File: src/rtl/nibble_splitter.sv
`default_nettype none
// ============================================================================
// Module   : nibble_splitter
// Brief    : Splits each accepted byte into two 4-bit nibbles over a
//            valid/ready interface; the nibble order is set by HIGH_FIRST.
// Revision : 1.0  initial release
// ============================================================================
module nibble_splitter #(
    parameter int HIGH_FIRST = 1
) (
    input  logic       clk,
    input  logic       rst,
    input  logic [7:0] dataIN,
    input  logic       in_valid,
    output logic       in_ready,
    output logic [3:0] dataOUT,
    output logic       sel,
    output logic       out_valid,
    input  logic       out_ready,
    output logic       last,
    output logic       byte_done
);

    typedef enum logic [1:0] {
        ST_EMPTY  = 2'd0,
        ST_FIRST  = 2'd1,
        ST_SECOND = 2'd2
    } state_t;

    localparam logic c_FIRST_SEL = (HIGH_FIRST != 0);

    state_t     r_state;
    logic [7:0] r_hold;
    logic       r_byte_done;

    logic       w_in_xfer;
    logic [3:0] w_first_nib;
    logic [3:0] w_second_nib;

    assign w_in_xfer    = in_valid && in_ready;
    assign w_first_nib  = c_FIRST_SEL ? r_hold[7:4] : r_hold[3:0];
    assign w_second_nib = c_FIRST_SEL ? r_hold[3:0] : r_hold[7:4];
    assign byte_done    = r_byte_done;

    always_ff @(posedge clk) begin
        if (rst) begin
            r_state     <= ST_EMPTY;
            r_hold      <= 8'h00;
            r_byte_done <= 1'b0;
        end else begin
            r_byte_done <= (r_state == ST_SECOND) && out_ready;
            if (w_in_xfer) begin
                r_hold <= dataIN;
            end
            case (r_state)
                ST_EMPTY:  if (w_in_xfer) r_state <= ST_FIRST;
                ST_FIRST:  if (out_ready) r_state <= ST_SECOND;
                // A new byte may land in the same cycle the last nibble leaves.
                ST_SECOND: if (out_ready) r_state <= w_in_xfer ? ST_FIRST : ST_EMPTY;
                default:   r_state <= ST_EMPTY;
            endcase
        end
    end

    always_comb begin
        in_ready  = 1'b0;
        out_valid = 1'b0;
        dataOUT   = 4'h0;
        sel       = 1'b0;
        last      = 1'b0;
        case (r_state)
            ST_EMPTY: begin
                in_ready = 1'b1;
            end
            ST_FIRST: begin
                out_valid = 1'b1;
                dataOUT   = w_first_nib;
                sel       = c_FIRST_SEL;
            end
            ST_SECOND: begin
                in_ready  = out_ready;
                out_valid = 1'b1;
                dataOUT   = w_second_nib;
                sel       = ~c_FIRST_SEL;
                last      = 1'b1;
            end
            default: begin
                in_ready = 1'b0;
            end
        endcase
    end

endmodule
`default_nettype wire

File: config.mk
export PLATFORM = sky130hd
export DESIGN_NAME = nibble_splitter
export DESIGN_NICKNAME = d
export VERILOG_FILES = /design/src/rtl/nibble_splitter.sv
export SDC_FILE = /design/constraint.sdc
export NUM_CORES = 1
export LEC_CHECK = 0
export BUFFER_PORTS_ARGS = -buffer_cell sky130_fd_sc_hd__buf_2
export CORE_AREA = 3 3 40 42
export CTS_CLUSTER_DIAMETER = 80
export DETAILED_ROUTE_END_ITERATION = 10
export DIE_AREA = 0 0 43 45
export GPL_ROUTABILITY_DRIVEN = 0
export GPL_TIMING_DRIVEN = 1
export PLACE_DENSITY = 0.73
export SLEW_MARGIN = 25
export SYNTH_ARGS = -nofsm -noshare
export SYNTH_HDL_FRONTEND = slang
export SYNTH_SLANG_ARGS = --single-unit
File: constraint.sdc
create_clock -name clk -period 1.8 [get_ports clk]
set_input_delay 0.45 -clock clk [delete_from_list [all_inputs] [get_ports clk]]
set_output_delay 0.45 -clock clk [all_outputs]
set_load 0.05 [all_outputs]
==> results of run 1 <==
[state kept, by name, indices dropped and copies added (netlist names)]
name	count
r_state	2
r_hold	8
byte_done	1
[per-stage QoR]
stage,setup TNS [ns],hold slack [ns]
after floorplan,0,0.454
after global placement,0,0.462
after detailed placement,0,0.468
after CTS,0,0.426
after global routing,-0.0648,0.434
final,0,0.430
[cells in the mapped netlist]
master | n | area share
inv_4 | 1 | 0.010
inv_1 | 4 | 0.025
nand2b_1 | 2 | 0.021
dfxtp_1 | 11 | 0.36
buf_4 | 1 | 0.012
a221oi_2 | 1 | 0.025
ha_1 | 5 | 0.10
a21oi_1 | 8 | 0.066
a21oi_4 | 1 | 0.027
and2b_1 | 1 | 0.012
nor2b_1 | 4 | 0.041
a22oi_1 | 5 | 0.062
o2bb2ai_2 | 1 | 0.025
o21ai_1 | 1 | 0.0082
nand2_1 | 2 | 0.012
mux2i_1 | 1 | 0.016
o21ai_0 | 8 | 0.066
nor2_1 | 1 | 0.0062
clkbuf_1 | 1 | 0.0062
nor2_2 | 1 | 0.010
buf_6 | 1 | 0.019
nand3_1 | 8 | 0.066
[power by group through the flow]
stage / clock network [mW] / logic [mW] / registers (mW)
4_1_cts: 0.173 / 0.925 / 0.337
2_1_floorplan: 0 / 0.699 / 0.340
6_report: 0.169 / 0.965 / 0.345
3_3_place_gp: 0 / 0.855 / 0.328
3_5_place_dp: 0 / 0.864 / 0.330
5_1_grt: 0.180 / 1.02 / 0.354
[per-layer routing]
metal / track usage / routed length, µm / up-vias
li1: - / - / 298
met1: 0.197 / 643 / 264
met2: 0.284 / 757 / 14
met3: 0.0239 / 68 / 2
met4: 0.0723 / 11 / 0
met5: 0 / 0 / -
[final cells by class]
class                   count  share of cell area
clock buffers               4              0.0289
inverters                   5              0.0289
multi-input cells          50               0.475
flip-flops and latches     11               0.248
well taps                  15              0.0207
repair buffers             25               0.198
[worst register-to-register path: stages (launching register included)]
cell and delay [ns]:
dfxtp_2 0.34, inv_4 0.08, ha_4 0.20, buf_2 0.17, nor2_2 0.05, o2bb2ai_2 0.20
mux2i_1 0.20
[timing repair]
action	in CTS	in global routing
endpoints found under the setup margin	6	4
setup buffers	1	2
pin swaps	3	3
resized for setup	20	5
[worst paths after layout]
check	depth (start not counted)	start	endpoint
setup / recovery	5	r_state[0]	dataOUT[3]
hold / removal	3	dataIN[7]	r_hold[7]
setup reg to reg	6	r_state[0]	r_state[1]
hold reg to reg	2	r_hold[6]	r_hold[6]
[cell families after synthesis]
family	count (synthesis)	share of synthesized area
AO/OA/AOI/OAI	25	0.278
adder cells (fa/ha/maj)	5	0.103
buffers and inverters	8	0.0720
flip-flops	11	0.362
multiplexers	1	0.0165
AND/OR/NAND/NOR	19	0.169
==> results_dict.tcl, run 1 <==
set metrics [dict create \
    outcome "finished clean" \
    nets 113 \
    nFillCells 107 \
    start_util 0.473 \
    first_iter_violations 10 \
    die_area_mm2 0.00194 \
    vdd_drop_max_mv 1.10 \
    firstDrtPassIters 4 \
    dp_hpwl_mm 1.01 \
    crit_type "flip-flop to primary output" \
    grt_pass1_wl_mm 2.35 \
    synth_fp_nets 86 \
    htreeDepth 1 \
    port-buffer-count 20 \
    period_minus_slack_ns 1.76 \
    finalSetupViolCount 0 \
    die_w_um 43 \
    drc 0 \
    avgSynthCellArea_um2 8.81 \
    holdCritPathClass "primary input to flip-flop" \
    drv_slew 0 \
    place_area_um2 787 \
    synth-seq-cells 11 \
    synthesis.area_um2 608 \
    slew_headroom 0.830 \
    area_delta_synth_final_pct 49.4 \
    crit_required_ns 1.35 \
    clk_pin_slew_ns 0.07 \
    path_cells "buf_6 > ha_4 > a22oi_2 > nor2b_4 > buf_8" \
    swShare 0.464 \
    vias 578 \
    layout-drive-gt1-share 0.505 \
    p_sw_mw 0.687 \
    synth_cell_types 22 \
    dp_cells 103 \
    grt_overflow 0 \
    ctsHoldBuffers 0 \
    clockRootBuffer "clkbuf_4" \
    path_buf_inv 2 \
    final_cell_mix "15 x buf_2, 9 x dfxtp_1, 8 x nand3_1, 8 x o21ai_0, 8 x a21oi_1" \
    slowest_stage "dfxtp_2" \
    totalPowerFinal_mw 1.48 \
    p_leak_nw 0.365 \
    start_kind "flip-flop" \
    layout_setup_ws_ns 0.0410 \
    cts_tree "built" \
    p_clk_frac 0.114 \
    grt_pass1_vias 529 \
    drv_cap 0 \
    dp_slack_ns 0.0481 \
    viasPerCell 5.25 \
    fin_area_um2 908 \
    drtAntennaViolNets 0 \
    ys_warn_count 0 \
    seqPwrFrac 0.234 \
    rows 13 \
    power.density_mw_per_mm2 1630 \
    synth_seq_area_share 0.362 \
    cts_buffers 3 \
    hold_viol 0 \
    wl_mm 1.48 \
    grt_max_degree 13 \
    fin_crit_sh 0.977 \
    fmax_ghz 0.569 \
    tightestPinTransition_ns 0.257 \
    reg2reg_slack_ns 0.47 \
    path_delay_family "flip-flops" \
    cpPeakStageDelay_ns 0.34 \
    critPathCaptureType "primary output" \
    clk_path_buf_depth 2 \
    num_antenna_cells 0 \
    multi_input_area_um2 432 \
    io_pins 21 \
    fin_util 0.707 \
    clk_latency_ns 0.26 \
    rsz0062_at_grt "yes" \
    layout_commonest_cell "buf_2" \
    track_usage 0.162 \
    p_int_mw 0.792 \
    routedWlPerCell_um 13.5 \
    critPathMaxFanout 7 \
    seq_area_um2 225 \
    final-instance-count-excl-fill 110 \
    finClkSkew_ns 0.000939 \
    die_h_um 45 \
    core_area_mm2 0.00128 \
    antenna_found_initial 0 \
    synth_cells 69 \
    clock-sinks 11 \
    arrival_ns 1.31 \
    power_frac_comb 0.652 \
]
Power figures use the tool's default switching activity.
==> run 2, diff against run 1 <==
BUFFER_PORTS_ARGS = -buffer_cell sky130_fd_sc_hd__clkbuf_2   (was -buffer_cell sky130_fd_sc_hd__buf_2)
==> results_dict.tcl, run 2 (synthesized netlist as in run 1, its figures left out) <==
set metrics [dict create \
    outcome "complete, but fails checks" \
    violations "setup timing" \
    wl_mm 1.58 \
    clockRootBuffer "clkbuf_4" \
    fin_crit_sh 1.00 \
    rows 13 \
    first_iter_violations 6 \
    hold_viol 0 \
    start_kind "flip-flop" \
    critPathCaptureType "primary output" \
    cts_tree "built" \
    p_leak_nw 0.364 \
    cts_buffers 3 \
    period_minus_slack_ns 1.81 \
    grt_pass1_wl_mm 2.63 \
    grt_pass1_vias 592 \
    final_cell_mix "14 x clkbuf_2, 9 x dfxtp_1, 8 x nand3_1, 8 x o21ai_0, 8 x a21oi_1" \
    drtAntennaViolNets 0 \
    tightestPinTransition_ns 0.293 \
    port-buffer-count 20 \
    dp_hpwl_mm 1.02 \
    drv_slew 0 \
    die_w_um 43 \
    final-instance-count-excl-fill 109 \
    wl_met1_um 704 \
    holdCritPathClass "primary input to flip-flop" \
    hold_depth 3 \
    hold_slack_ns 0.413 \
    slew_headroom 0.805 \
    drv_cap 0 \
    wl_met2_um 774 \
    die_area_mm2 0.00194 \
    grt_max_degree 13 \
    vdd_drop_max_mv 1.02 \
    min_from "dataIN[2]" \
    htreeDepth 1 \
    layout_commonest_cell "clkbuf_2" \
    slowest_stage "dfxtp_2" \
    hold_path_end "r_hold[2]" \
    finClkSkew_ns 0.00191 \
    clock-sinks 11 \
    regMostFlops "r_hold" \
    rsz0062_at_grt "yes" \
    finalSetupViolCount 1 \
    critPathMaxFanout 6 \
    wl_met3_um 86 \
    dp_cells 103 \
    clk_path_buf_depth 2 \
    timing.rr.end "r_state[1]" \
    core_area_mm2 0.00128 \
    layout-drive-gt1-share 0.500 \
    clk_pin_slew_ns 0.08 \
    nFillCells 117 \
    start_util 0.473 \
    ctsHoldBuffers 0 \
    clk_latency_ns 0.26 \
    layout_setup_ws_ns -0.00654 \
    crit_required_ns 1.35 \
    num_antenna_cells 0 \
    rr_worst_depth 6 \
    area_delta_synth_final_pct 50.0 \
    viasPerCell 5.37 \
    fin_util 0.710 \
    path_cells "inv_2 > ha_4 > a22oi_2 > nor2b_4 > clkbuf_8" \
    largest_register_ffs 8 \
    routedWlPerCell_um 14.5 \
    vias 585 \
    cpPeakStageDelay_ns 0.33 \
    track_usage 0.185 \
    drc 0 \
    firstDrtPassIters 4 \
    antenna_found_initial 0 \
    arrival_ns 1.36 \
    power.density_mw_per_mm2 1630 \
    die_h_um 45 \
    path_delay_family "flip-flops" \
    grt_overflow 0 \
    fmax_ghz 0.554 \
    path_buf_inv 2 \
    route.top_layer_used "met4" \
    crit_type "flip-flop to primary output" \
    r2r_start "r_state[0]" \
    nets 112 \
    io_pins 21 \
    reg2reg_slack_ns 0.42 \
]
run 2: cell count changes in the layout (fill, tap and decap cells not counted):
cell and delta:
buf_4 -2, buf_6 -3, inv_4 -1, clkbuf_8 +4, buf_2 -14, inv_2 +1
clkbuf_2 +14
run 2: per-stage QoR:
step           total power, mW  cell area (µm²)  worst slack [ns]  setup TNS (ns)
3_3_place_gp              1.18              787            0.0833               0
4_1_cts                   1.46              900           0.00176               0
6_report                  1.49              912          -0.00654        -0.00654
3_5_place_dp              1.19              787            0.0416               0
5_1_grt                   1.57              912           -0.0558          -0.192
2_1_floorplan             1.04              676            0.0638               0
run 2: area by class of cell:
cell class / instances / area (µm²) / share of cell area
Clock buffer: 4 / 26.3 / 0.0288
Multi-Input combinational cell: 50 / 432 / 0.473
Tap cell: 15 / 18.8 / 0.0206
Timing Repair Buffer: 24 / 186 / 0.204
Inverter: 5 / 23.8 / 0.0261
Sequential cell: 11 / 225 / 0.247
run 2: what timing repair did:
item	4_1_cts	5_1_grt
buffers inserted	1	1
pin swaps	5	2
setup endpoints to repair	6	6
gates resized for setup	22	3
run 2: where the power goes:
| part | internal [mW] | total (mW) | leakage, nW | switching [mW] |
|---|---|---|---|---|
| registers | 0.300 | 0.341 | 0.0912 | 0.0410 |
| logic | 0.404 | 0.973 | 0.258 | 0.570 |
| clock network | 0.0856 | 0.173 | 0.0150 | 0.0872 |
run 2: how the worst max path moves through the flow:
stage	start	end	slack, ns	cells past startpoint
after floorplan	r_state[0]	dataOUT[0]	0.06	5
after global placement	r_state[1]	dataOUT[1]	0.08	5
after detailed placement	r_state[1]	dataOUT[3]	0.04	5
after CTS	r_state[0]	dataOUT[3]	0.002	5
after global routing	r_state[1]	dataOUT[3]	-0.06	5
final	r_state[0]	dataOUT[0]	-0.007	5
run 2: worst reg2reg max path, stage by stage (launching register included):
cell and delay [ns]:
dfxtp_2 0.33, inv_2 0.11, ha_4 0.22, buf_2 0.18
nor2_2 0.05, o2bb2ai_2 0.20, mux2i_1 0.21
run 2: routing by layer:
layer,global-route usage,vias up
li1,-,297
met1,0.219,270
met2,0.329,16
met3,0.0359,2
met4,0.0723,0
met5,0,-
